## src/rtl/router_pkt_writer.sv

```systemverilog
// Router input-side packet writer: validates the header address, steers bytes into
// one of three output FIFOs through a one-entry hold register, and checks trailing parity.
module router_pkt_writer (
   input  logic       clk,
   input  logic       rst,
   input  logic       pkt_valid,
   input  logic [7:0] data_in,
   input  logic [2:0] fifo_full,
   output logic       busy,
   output logic [2:0] wr_en,
   output logic       lfd_state,
   output logic [7:0] dout,
   output logic       pkt_done,
   output logic       parity_err,
   output logic       drop
);

   typedef enum logic [1:0] {
      S_IDLE,
      S_PAYLOAD,
      S_PARITY,
      S_DROP
   } state_t;

   state_t     r_state;
   logic [7:0] r_hold_data;
   logic       r_hold_lfd;
   logic       r_hold_vld;
   logic [1:0] r_dest;
   logic [5:0] r_rem;
   logic [7:0] r_par;
   logic [6:0] r_drop_cnt;
   logic       r_pkt_done;
   logic       r_parity_err;
   logic       r_drop;

   logic       w_full_dest;
   logic       w_busy;
   logic       w_accept;
   logic       w_write;
   logic       w_hdr_drop;
   logic       w_load;

   // r_dest is only ever loaded from a valid address, so index 3 never occurs
   always_comb begin
      case (r_dest)
         2'd0:    w_full_dest = fifo_full[0];
         2'd1:    w_full_dest = fifo_full[1];
         default: w_full_dest = fifo_full[2];
      endcase
   end

   assign w_busy     = r_hold_vld & w_full_dest;
   assign w_accept   = pkt_valid & ~w_busy;
   assign w_write    = r_hold_vld & ~w_full_dest;
   assign w_hdr_drop = (r_state == S_IDLE) && (data_in[1:0] == 2'd3);
   assign w_load     = w_accept && (r_state != S_DROP) && !w_hdr_drop;

   always_comb begin
      wr_en = 3'b000;
      if (w_write) begin
         case (r_dest)
            2'd0:    wr_en = 3'b001;
            2'd1:    wr_en = 3'b010;
            default: wr_en = 3'b100;
         endcase
      end
   end

   assign busy       = w_busy;
   assign dout       = r_hold_data;
   assign lfd_state  = r_hold_lfd & r_hold_vld;
   assign pkt_done   = r_pkt_done;
   assign parity_err = r_parity_err;
   assign drop       = r_drop;

   always_ff @(posedge clk or posedge rst) begin
      if (rst) begin
         r_state      <= S_IDLE;
         r_hold_data  <= 8'h00;
         r_hold_lfd   <= 1'b0;
         r_hold_vld   <= 1'b0;
         r_dest       <= 2'd0;
         r_rem        <= 6'd0;
         r_par        <= 8'h00;
         r_drop_cnt   <= 7'd0;
         r_pkt_done   <= 1'b0;
         r_parity_err <= 1'b0;
         r_drop       <= 1'b0;
      end else begin
         r_pkt_done <= 1'b0;
         r_drop     <= 1'b0;

         // A reload in the same cycle as a write keeps the stream bubble-free
         if (w_load) begin
            r_hold_data <= data_in;
            r_hold_vld  <= 1'b1;
            r_hold_lfd  <= (r_state == S_IDLE);
         end else if (w_write) begin
            r_hold_vld  <= 1'b0;
         end

         if (w_accept) begin
            case (r_state)
               S_IDLE: begin
                  if (w_hdr_drop) begin
                     r_drop_cnt <= {1'b0, data_in[7:2]} + 7'd1;
                     r_state    <= S_DROP;
                  end else begin
                     r_dest       <= data_in[1:0];
                     r_rem        <= data_in[7:2];
                     r_par        <= data_in;
                     r_parity_err <= 1'b0;
                     r_state      <= (data_in[7:2] == 6'd0) ? S_PARITY : S_PAYLOAD;
                  end
               end
               S_PAYLOAD: begin
                  r_par <= r_par ^ data_in;
                  r_rem <= r_rem - 6'd1;
                  if (r_rem == 6'd1) r_state <= S_PARITY;
               end
               S_PARITY: begin
                  r_pkt_done   <= 1'b1;
                  r_parity_err <= (data_in != r_par);
                  r_state      <= S_IDLE;
               end
               default: begin
                  r_drop_cnt <= r_drop_cnt - 7'd1;
                  if (r_drop_cnt == 7'd1) begin
                     r_drop  <= 1'b1;
                     r_state <= S_IDLE;
                  end
               end
            endcase
         end
      end
   end

endmodule

```

## config.mk

```make
export PLATFORM = sky130hd
export DESIGN_NAME = router_pkt_writer
export DESIGN_NICKNAME = d
export VERILOG_FILES = /design/src/rtl/router_pkt_writer.sv
export SDC_FILE = /design/constraint.sdc
export NUM_CORES = 1
export LEC_CHECK = 0
export ABC_AREA = 1
export BUFFER_PORTS_ARGS = -buffer_cell sky130_fd_sc_hd__buf_2
export CAP_MARGIN = 20
export CORE_ASPECT_RATIO = 0.9
export CORE_MARGIN = 3
export CORE_UTILIZATION = 40
export DETAILED_ROUTE_END_ITERATION = 10
export PLACE_DENSITY = 0.54
export REMOVE_ABC_BUFFERS = 1
export SLEW_MARGIN = 10
export SYNTH_ARGS = -nofsm -noshare
export SYNTH_HDL_FRONTEND = slang
export SYNTH_SLANG_ARGS = --single-unit
```

## constraint.sdc

```tcl
create_clock -name clk -period 2.4 [get_ports clk]
set_input_delay 0.24 -clock clk [delete_from_list [all_inputs] [get_ports clk]]
set_output_delay 0.24 -clock clk [all_outputs]
set_load 0.05 [all_outputs]
```

==> impl.org <==
** Worst setup path
- Data arrives at the worst endpoint at 2.14 ns.
- CP Max Fanout :: 25
- Buffers and inverters on the worst path :: 1
- STA puts the critical path data required time at 2.61 ns.
- Critical path start-end classification :: register to register
- In this design, the largest share of critical-path delay is due to simple AND/OR/NAND/NOR gates.
- CP peak stage delay :: 0.49 ns
- The slowest stage of the critical path is the nor2_8 cell.
- Crit-path cells :: inv_1, ha_1, o21ai_0, nor2_8, nand2_1, o21ai_2
- Kind of start point of the critical path :: register
- Capturing element type of the critical path :: register

** Final layout
- In the final layout, the multi-input gates occupy 0.00135 sq mm.
- At the end of the flow the core is filled with cells to 47.8%.
- The post-route netlist has 17.8% of its cells at a drive strength greater than 1.
- From synthesis to final layout, the design area changed by 11.2%.
- Final net count :: 414
- Ant. Diodes :: 0
- The filler cells instantiated in the layout total 630.
- Sequential standard cell area :: 951 sq um
- The finished cells cover 0.00283 sq mm.

** Clock network
- Number of buffers inserted for hold repair after clock tree synthesis :: 0
- Max Root-Sink Buffers :: 2
- Number of setup buffers added after CTS :: 0
- Latest clock arrival within the worst-skew pair :: 0.28 ns
- CTS clock-pin slew for the worst setup and hold paths :: 0.07 ns
- TritonCTS built the clock tree.
- Post_cts resized :: 0
- In this run, CTS created clock tree buffers numbering 5.
- Sinks on Clock Net :: 38
- The cell sitting at the root of the clock tree is a clkbuf_8.
- The H-tree generated during clock tree synthesis spans 2 levels.

** Power
- In this run the static leakage power is 1.56 nW.
- P per Cell Area :: 1350 mW/mm^2
- Across the VDD grid, the largest voltage drop is 0.000583 V.

** Floorplan
- I/O pin cnt :: 30
- The floorplan step defined a die boundary enclosing 0.00736 sq mm.
- Area inside the core boundary :: 0.00592 sq mm
- Measured along the y axis, the die boundary spans 81.7 um.
- The floorplan step set the die width to 90.1 um.
- The floorplan has 26 rows.
- Initial core utilization :: 43.0%

** STA
- Setup violations remaining at the end of the flow were counted as 0.
- Headroom to the max-slew limit came out at 56.2%.
- Dividing the final minimum period by the clock period gives 80.3%.
- Setup total negative slack on the finished layout was measured at 0 ns.
- For this run, the top clock speed supported by timing is 519 MHz.
- The worst path in the final design needs a cycle of 1.93 ns, including I/O delays and setup.
- The number of failing hold endpoints at the final stage is 0.
- Transition time at the pin with the least slew margin :: 0.650 ns
- The final-report max-slew violation count is 0.
- Clock tree skew after final layout :: 0.00512 ns
- Setup repair after global routing left no endpoint under its margin.
- Worst Hold Margin :: 0.0576 ns

** GRT
- Entering global routing, the biggest net connects 39 pins.
- Initial antenna violation count :: 0
- Wire length of the first global-routing pass :: 10500 um
- Number of global-route vias before repair :: 2159
- Global routing used 17.6% of the available tracks.
- After global routing the overflow that remains totals 0.

** Placed design
- Final weighted congestion in routability-driven placement :: 0.836
- Placed Instance Area :: 0.00275 sq mm
- Port buffer count :: 29
- The HPWL after detailed placement is 4470 um.

** Drt
- Residual DRC :: 0
- After detailed routing, the average wire length per cell comes to 12.5 um.
- Number of DRC markers in iteration 0 :: 176
- The routed design has 5910 um of wire.
- Total via count in the routed design :: 2230
- In this run the remaining antenna-violating nets after routing total 0.
- Using the TritonRoute via totals, the vias-per-cell ratio works out to 4.72.
- The first detailed-routing pass took 5 iterations.

** Synthesis
- In this run the mean area of a mapped cell was 7.09 sq um.
- Synthesis produced a netlist whose cell count is 359.
- In this run, synthesis inferred 0 flip-flops with an integrated enable.
- Syn. warnings :: 0
- The commonest cells after synthesis are nand2_1, inv_1, dfrtp_1, o21ai_0, nor2_1.
- Among all flip-flop cells after synthesis, the most frequent one is dfrtp_1.
- Of the post-synthesis cell area, the dominant cell type holds 37.3%.
- Syn Std Cell Area :: 0.00255 sq mm
- Cell taking the most area after synthesis :: dfrtp_1
- The synthesized design contains 38 register bits.
- Seq/Total Area, Yosys :: 37.3%
- Leading cell types by total area after synthesis :: dfrtp_1, nand2_1, inv_1
- Yosys cell types :: 25
- In the post-synthesis netlist, the cell with the most instances is nand2_1.
- Synth async-reset ratio :: 100%

** Flow run
- Across the run, the number of max-cap violations was 0.

** Worst hold path
- Path type of the worst min-delay path :: primary input to async pin

** Run status
- Result of the run :: finished, final reports clean
## area by class of cell
class | count | area share [%]
multi-input cells | 266 | 47.7
flip-flops and latches | 38 | 33.6
inverters | 46 | 6.10
repair buffers | 32 | 5.92
well taps | 84 | 3.71
clock buffers | 6 | 2.92
## layout by cell type, fill, tap and decap left out, drive strengths merged
master    n
o21ai    36
clkinv    1
nand3    22
ha       11
nand2   150
buf      32
a21oi     1
inv      45
xnor2     2
nor3      3
clkbuf    6
nand4    14
dfrtp    38
nand3b    1
nor2     26
## worst reg2reg max path, cell delays in order, from the launching register on
cell	delay (ns)
dfrtp_1	0.43
inv_1	0.10
ha_1	0.31
o21ai_0	0.30
nor2_8	0.49
nand2_1	0.15
o21ai_2	0.08
## power breakdown
group	switching (mW)	internal, mW
combinational	1.56	0.679
sequential	0.212	0.931
clock	0.213	0.222
total	1.99	1.83
## path summary, 6_finish.rpt
check | from | depth (start not counted) | slack, ns | to
worst max-delay path | r_state[1]$_DFFE_PP0P_ | 6 | 0.47 | r_par[3]$_DFFE_PP0P_
worst max register to register | r_state[1]$_DFFE_PP0P_ | 6 | 0.47 | r_par[3]$_DFFE_PP0P_
worst min register to register | dout[0]$_DFFE_PP0P_ | 2 | 0.48 | dout[0]$_DFFE_PP0P_
min in group clk | data_in[7] | 3 | 0.28 | dout[7]$_DFFE_PP0P_
max in group asynchronous | rst | 3 | 1.99 | r_par[6]$_DFFE_PP0P_
worst min-delay path | rst | 3 | 0.06 | dout[3]$_DFFE_PP0P_
## per-layer routing
layer	vias to the layer above	wire length (um)	global-route usage [%]	share of wire [%]
li1	1185	-	-	-
met1	1014	3080	25.1	52
met2	29	2630	28.0	44
met3	2	174	2.93	2.9
met4	0	32	4.59	0.54
met5	-	0	0	0
## logic make-up after synthesis
group | share of synthesized area (%)
flops | 37.3
buf+inv | 9.58
compound gates | 9.34
simple gates | 37.6
fa+ha+maj | 5.41
xor+xnor | 0.688
## per-stage QoR
stage,power [mW],cells,setup WS (ns)
floorplan,2.89,350,0.339
global placement,3.39,466,0.550
detailed placement,3.41,466,0.485
CTS,3.86,472,0.468
global route,4.22,472,0.293
finish,3.82,472,0.473
## sequential cells by signal (all words and copies together), names as in the netlist
signal / cells
r_dest: 2
r_hold_lfd: 1
drop: 1
dout: 8
parity_err: 1
pkt_done: 1
r_rem: 6
r_drop_cnt: 7
r_hold_vld: 1
r_par: 8
r_state: 2
Note: power is estimated with default switching activity, not from simulation.
